File: src/rtl/systolic_feed_unit.sv
// Systolic feed unit: buffers K operand beats (one N-lane A vector and one
// N-lane B vector each) and replays them into an N x N PE array with a
// diagonal skew: lane i runs i cycles behind lane 0. It also drives the
// accumulator-clear and completion pulses, and honours the scheduler pause
// that the PE array shares.
module systolic_feed_unit #(
  parameter int DATA_WIDTH = 16,
  parameter int N          = 4,
  parameter int K          = 4
) (
  input  logic                  clk,
  input  logic                  reset,
  input  logic                  pause,
  input  logic                  in_valid,
  output logic                  in_ready,
  input  logic                  acc_keep,
  input  logic [N*DATA_WIDTH-1:0] in_left,
  input  logic [N*DATA_WIDTH-1:0] in_top,
  output logic [N*DATA_WIDTH-1:0] left_data,
  output logic [N-1:0]          left_valid,
  output logic [N*DATA_WIDTH-1:0] top_data,
  output logic [N-1:0]          top_valid,
  output logic                  clear_acc,
  output logic                  busy,
  output logic                  matmul_done
);

  // Final RUN step. The last element reaches PE(N-1,N-1) at this step.
  localparam int LAST_STEP = K + 2*N - 3;
  localparam int STEP_W    = ($clog2(K + 2*N - 1) > 0) ? $clog2(K + 2*N - 1) : 1;
  localparam int IDX_W     = (K > 1) ? $clog2(K) : 1;

  typedef enum logic [1:0] {
    IDLE,
    LOAD,
    RUN,
    DONE
  } state_t;

  state_t            state, state_next;
  logic [STEP_W-1:0] step, step_next;
  logic [IDX_W-1:0]  load_idx, load_idx_next;
  logic              acc_keep_q, acc_keep_next;
  logic              accept;

  // Each entry holds one whole beat. Lane i sits at [i*DATA_WIDTH +: DATA_WIDTH].
  logic [N*DATA_WIDTH-1:0] buf_left [K];
  logic [N*DATA_WIDTH-1:0] buf_top  [K];

  assign accept = in_valid && in_ready;

  // Beats are accepted only while loading and not stalled by the scheduler.
  always_comb begin
    in_ready = 1'b0;
    if (!pause && (state == IDLE || state == LOAD)) begin
      in_ready = 1'b1;
    end
  end

  // Next-state logic. Holding every register by default makes a pause freeze the block.
  always_comb begin
    state_next    = state;
    step_next     = step;
    load_idx_next = load_idx;
    acc_keep_next = acc_keep_q;
    if (!pause) begin
      case (state)
        IDLE: begin
          if (accept) begin
            acc_keep_next = acc_keep;
            if (K == 1) begin
              state_next    = RUN;
              step_next     = '0;
              load_idx_next = '0;
            end else begin
              state_next    = LOAD;
              load_idx_next = IDX_W'(1);
            end
          end
        end
        LOAD: begin
          if (accept) begin
            if (load_idx == IDX_W'(K - 1)) begin
              state_next    = RUN;
              step_next     = '0;
              load_idx_next = '0;
            end else begin
              load_idx_next = load_idx + IDX_W'(1);
            end
          end
        end
        RUN: begin
          if (step == STEP_W'(LAST_STEP)) begin
            state_next = DONE;
          end else begin
            step_next = step + STEP_W'(1);
          end
        end
        DONE: begin
          state_next = IDLE;
          step_next  = '0;
        end
        default: begin
          state_next = IDLE;
        end
      endcase
    end
  end

  // Control registers. A reset discards any partial operation.
  always_ff @(posedge clk) begin
    if (reset) begin
      state      <= IDLE;
      step       <= '0;
      load_idx   <= '0;
      acc_keep_q <= 1'b0;
    end else begin
      state      <= state_next;
      step       <= step_next;
      load_idx   <= load_idx_next;
      acc_keep_q <= acc_keep_next;
    end
  end

  // Operand buffer. load_idx is 0 in IDLE, so the first beat lands in entry 0.
  always_ff @(posedge clk) begin
    if (accept && !reset) begin
      buf_left[load_idx] <= in_left;
      buf_top[load_idx]  <= in_top;
    end
  end

  // Skewed lane outputs. rel = step - lane wraps to a large value before the
  // lane starts, so a single "rel < K" test covers both window edges.
  for (genvar g = 0; g < N; g++) begin : g_lane
    localparam logic [STEP_W-1:0] FIRST = STEP_W'(g);

    logic [STEP_W-1:0] rel;
    logic [IDX_W-1:0]  row;
    logic              lane_on;

    assign rel     = step - FIRST;
    assign row     = IDX_W'(rel);
    assign lane_on = (state == RUN) && (rel < STEP_W'(K));

    assign left_valid[g] = lane_on;
    assign top_valid[g]  = lane_on;
    assign left_data[g*DATA_WIDTH +: DATA_WIDTH] =
      lane_on ? buf_left[row][g*DATA_WIDTH +: DATA_WIDTH] : '0;
    assign top_data[g*DATA_WIDTH +: DATA_WIDTH] =
      lane_on ? buf_top[row][g*DATA_WIDTH +: DATA_WIDTH] : '0;
  end

  assign busy        = (state != IDLE);
  assign clear_acc   = (state == RUN) && (step == '0) && !acc_keep_q;
  assign matmul_done = (state == DONE);

endmodule
File: config.mk
export PLATFORM = sky130hd
export DESIGN_NAME = systolic_feed_unit
export DESIGN_NICKNAME = d
export VERILOG_FILES = /design/src/rtl/systolic_feed_unit.sv
export SDC_FILE = /design/constraint.sdc
export NUM_CORES = 1
export LEC_CHECK = 0
export CAP_MARGIN = 0
export CORE_MARGIN = 2
export CORE_UTILIZATION = 63
export CTS_CLUSTER_DIAMETER = 150
export DETAILED_ROUTE_END_ITERATION = 8
export DONT_BUFFER_PORTS = 1
export GPL_TIMING_DRIVEN = 1
export PLACE_DENSITY_LB_ADDON = 0.2
export REMOVE_ABC_BUFFERS = 1
export SLEW_MARGIN = 30
export SYNTH_ARGS = -nofsm -noshare
export SYNTH_HDL_FRONTEND = slang
export SYNTH_SLANG_ARGS = --single-unit
export TNS_END_PERCENT = 5
File: constraint.sdc
create_clock -name clk -period 7.4 [get_ports clk]
set_input_delay 1.85 -clock clk [delete_from_list [all_inputs] [get_ports clk]]
set_output_delay 1.85 -clock clk [all_outputs]
set_load 0.005 [all_outputs]
==> impl_metrics.json <==
{
  "status": "finished clean",
  "drt-initial-drc-count": 802,
  "fin_skew_ns": 0.01308,
  "critPathKind": "reg2out",
  "holdBufCountCts": 0,
  "dieHeight_um": 183.5,
  "ant_nets": 0,
  "rsz0062_at_grt": "no",
  "vdd_drop_max_v": 0.0002266,
  "viasPerCell": 6.345,
  "htree_levels": 2,
  "worst_slew_pin_slew_ns": 0.8900,
  "coreArea_um2": 31640,
  "layout-drive-gt1-share": 0.2387,
  "syn_area_per_cell_um2": 21.96,
  "dpl-instance-area_um2": 20700,
  "overflow": 0,
  "start_kind": "register",
  "p_int_mw": 4.748,
  "synth-seq-cells": 523,
  "ctsRootBufferMaster": "clkbuf_16",
  "ys.flop_type": "edfxtp_1",
  "rows": 65,
  "path_clk_slew_ns": 0.07,
  "finish.instance_area_um2": 22280,
  "hpwl_mm": 22.39,
  "relSlewSlack": 0.4060,
  "dp.cells": 1289,
  "synth.area.mux_share": 0.1436,
  "hold_viol": 0,
  "die_x_um": 183.5,
  "antenna_found_initial": 0,
  "route.detailed.drc": 0,
  "synthSimpleGateAreaFrac": 0.05087,
  "synth_cells": 924,
  "cts_buffer_depth": 3,
  "synth-compound-area-share": 0.005735,
  "syn_area_um2": 20290,
  "dr_total_vias": 8744,
  "fmax_mhz": 188.0,
  "final-setup-viol-count": 0,
  "gp_congestion": 0.7720,
  "multi_input_area_um2": 4337,
  "seq_power_share": 0.568,
  "nets": 1090,
  "dr.pass1.iters": 4,
  "synthTopCellsByArea": "edfxtp_1 76%, mux4_2 14%, nor2b_1 3.0%, dfxtp_1 1.1%, ha_1 1.0%",
  "worstPathArrival_ns": 3.47,
  "synth.yosys.seq_area_share": 0.7686,
  "cp-end-kind": "primary output",
  "power_mw": 5.828,
  "yosys-top-cells-count": "512 x edfxtp_1, 128 x mux4_2, 98 x nor2b_1",
  "pwr-share-comb": 0.022,
  "synthArstFlopShare": 0,
  "critPathMaxFanout": 36,
  "powerDensity_nw_per_um2": 261.6,
  "min_path_type": "reg2reg",
  "synth-edff-count": 512,
  "clockPowerShare": 0.411,
  "final_cells": 1378,
  "p_sw_mw": 1.080,
  "grt_pass1_vias": 9381,
  "layout-area-overhead-vs-synth_pct": 9.811,
  "seqCellArea_um2": 15600,
  "io_buffers": 0,
  "diodes": 0,
  "switching_share": 0.1853,
  "post_cts_resized": 0,
  "insertion_delay_ns": 0.56,
  "period_needed_ns": 5.319,
  "drv_cap": 0,
  "die_area_um2": 33660,
  "utilization": 0.7043,
  "place_ws_ns": 2.604,
  "holdWs_ns": 0.5208,
  "wl_per_cell_um": 27.07,
  "cpPeakStageDelay_ns": 0.70,
  "p_leak_nw": 6.911,
  "ys_warn_count": 0,
  "synth.top_cell.area_share": 0.7577,
  "cts_setup_buffers": 0,
  "yosysMostFrequentCell": "edfxtp_1",
  "worstPathRequired_ns": 5.55,
  "synthAdderAreaFrac": 0.01048,
  "grt_pass1_wl_mm": 56.53,
  "synth_top_family_by_area": "multiplexers",
  "pin_count": 273,
  "yosys.area.top_type": "edfxtp_1",
  "grt_util_all_layers": 0.2284,
  "start_util": 0.6414,
  "cp_slowest_cell": "nand3_2",
  "drv_slew": 0,
  "cts_num_sinks": 523,
  "synth_cell_types": 39,
  "cts_tree": "done",
  "tns_ns": 0,
  "path_cells": "buf_4, inv_1, ha_1, a21boi_1, xnor2_1, nand3_2, nor2b_1",
  "timing.final.ws_setup_ns": 2.081,
  "wl_mm": 37.30,
  "period_share": 0.7187,
  "synthXorXnorAreaFrac": 0.001295,
  "n_fill_cell": 1819,
  "numCtsBuffers": 50,
  "grt_max_degree": 66
}
## layout by cell type, fill, tap and decap left out, types with 2 or more instances in the layout
cell type  netlist  final
a21boi_1         2      2
dfxtp_1         11      9
clkbuf_1        22      6
and3_1          33     33
mux2i_1          2      2
clkinv_1         0     12
clkbuf_16        0     53
a21oi_1          4      4
edfxtp_1       512    512
nand3_1          3      2
clkinv_2         0     14
inv_2            2      2
buf_4           16     14
buf_16           0      3
and2_4           0      4
nor2_1           5      5
nand2_1         11     11
nand2b_1         3      3
a311oi_1         2      2
inv_1           11     11
mux4_2         128    128
bufinv_16        0      3
nor2b_1         98     98
buf_12           0      2
a211oi_1         2      2
xnor2_1          3      3
ha_1            17     16
## power by group through the flow
stage	clock network, mW	registers, mW	logic, mW
after global routing	2.57	3.31	0.137
after detailed placement	0	3.37	0.128
final	2.39	3.31	0.127
after floorplan	0	3.38	0.0930
after global placement	0	3.37	0.120
after CTS	2.45	3.31	0.129
## registers in the layout, summed over array words and instances, names as in the netlist, named ones only
signal,flops
buf_left,256
state,2
buf_top,256
acc_keep_q,1
step,4
load_idx,2
## final timing paths
| check | cells past startpoint | start | slack [ns] | endpoint |
|---|---|---|---|---|
| worst min-delay path | 2 | state[1] | 0.52 | state[1] |
| worst min register to register | 2 | state[1] | 0.52 | state[1] |
| worst max register to register | 7 | state[0] | 4.25 | buf_left[0][15] |
| worst max-delay path | 7 | step[1] | 2.08 | left_data[20] |
## cell type report
type | count | area share
clock buffers | 59 | 0.06053
clock inverters | 29 | 0.009209
inverters | 13 | 0.002190
multi-input cells | 332 | 0.1946
flip-flops and latches | 523 | 0.7001
well taps | 402 | 0.02257
repair buffers | 20 | 0.01073
## per-layer routing
metal  part of all wire  track usage
met1               0.36       0.2791
met4              0.024      0.06944
met3               0.10      0.08934
met2               0.51       0.3808
met5                  0            0
## cells by family (layout without fill, tap and decap cells)
group           after synthesis  after routing
flops                       523            523
simple gates                165            165
mux                         131            131
buf+inv                      69            121
fa+ha+maj                    17             17
compound gates               16             16
xor+xnor                      3              3
## critical path: cells and delay by family, from the launching register on
family                     cells  cell delay, ns
buffers and inverters          2            0.69
adders and majority gates      1            0.30
AOI/OAI and AO/OA              1            0.15
and+or+nand+nor                2            1.30
DFF                            1            0.30
xor gates and xnor gates       1            0.17
(Power assumes the default switching activity.)
==> RTL change, RTL diff (same flow settings) <==
Set the parameter `N` to 2 (it was 4).
--- a/src/rtl/systolic_feed_unit.sv
+++ b/src/rtl/systolic_feed_unit.sv
@@ -5,7 +5,7 @@
 // that the PE array shares.
 module systolic_feed_unit #(
   parameter int DATA_WIDTH = 16,
-  parameter int N          = 4,
+  parameter int N          = 2,
   parameter int K          = 4
 ) (
   input  logic                  clk,
Interface: changed (6 resized); port bits go from 273 to 141. The function was not compared with the original's and may differ.
==> RTL change against the unedited design <==
Routed wire length decreased by 50%; synthesized cell count is 47% lower; clock power fell by 46%; power fell by 48%; non-clock buffer count decreased by 10; final area is 49% lower; sequential cell count shrank 257; worst setup slack better by 1.1 ns; largest cell class unchanged; area after synthesis fell by 49%; sequential share of layout area decreased by 1.2 points.
==> RTL change: results (changes against the unedited design) <==
metric	value	unit	change
sequential share of power	0.554		-0.014
DRT iter0 DRCs	381		-52%
nets@finish	580		-47%
synth unique cells	33		-15%
multi-input combinational area share	0.200		+0.00539
H-tree levels	1		-1
vias in the first global route	4880		-48%
Non-clk bufs	10		-50%
Worst R2R End	buf_left[3][27]		
vias per cell	6.22		-1.9%
Clock net power	0.00128	W	-46%
Net Sw Frac	0.194		+0.00859
first-pass GRT wire length	28.6	mm	-49%
Seq/Total Area, Yosys	0.759		-0.00942
largest net degree at the start of global routing	41		-38%
hold path start	step[1]		
most area-consuming cells after synthesis	edfxtp_1 (74%), mux4_2 (14%), and3_1 (2.0%)		
top flop regs	buf_left (128), buf_top (128), step (3)		
CTS Sinks	266		-49%
Slowest Stage Delay on Critical Path	0.41	ns	-0.29 ns
slew margin rel.	0.428		+0.0222
CP Data Arrival Time	2.34	ns	-1.13 ns
Worst-Skew Late Latency	0.54	ns	-0.02 ns
CP max FO	33		-8.3%
Post-DP HPWL	10.8	mm	-52%
clock network area share	0.0737		+0.00391
Routed WL	18.6	mm	-50%
CP max-delay cell	buf_4		
last element of the critical path	left_data[19]		
run status	completed		
clock buffers	33		-44%
VDD IR-drop max	226	µV	-0.25%
gr usage total	0.216		-0.0123
sequential share of cell area	0.688		-0.0119
number of CTS-inserted buffers	27		-46%
CP delay by family, top	buffers and inverters		
# fillers	981		-46%
Max Clock Skew	0.0190	ns	+0.00591 ns
Synth top cells by count	edfxtp_1 (256), mux4_2 (64), and3_1 (34), nor2b_1 (33), ha_1 (13)		
Inverters excl. clock	11		-2
-- RTL change: metrics by stage --
step / std cells / area [µm²] / util / total power [W] / hold slack, ns
6_report: 734 / 11500 / 0.717 / 0.00303 / 0.506
5_1_grt: 734 / 11500 / 0.717 / 0.00311 / 0.530
4_1_cts: 734 / 11500 / 0.717 / 0.00305 / 0.504
3_5_place_dp: 685 / 10600 / 0.664 / 0.00178 / 0.492
3_3_place_gp: 681 / 10500 / 0.659 / 0.00177 / 0.470
2_1_floorplan: 459 / 10200 / - / 0.00176 / 0.459
-- RTL change: cell families after synthesis --
kind of cell    Yosys count  synth area share
simple gates             90            0.0533
flops                   266             0.759
compound gates           12           0.00855
buf+inv                  40            0.0218
xor+xnor                  1          0.000843
mux                      66             0.141
fa+ha+maj                13            0.0157
-- RTL change: per-layer routing --
metal,track usage,part of all wire
met1,0.280,0.40
met2,0.361,0.50
met3,0.0705,0.085
met4,0.0526,0.016
met5,0,0
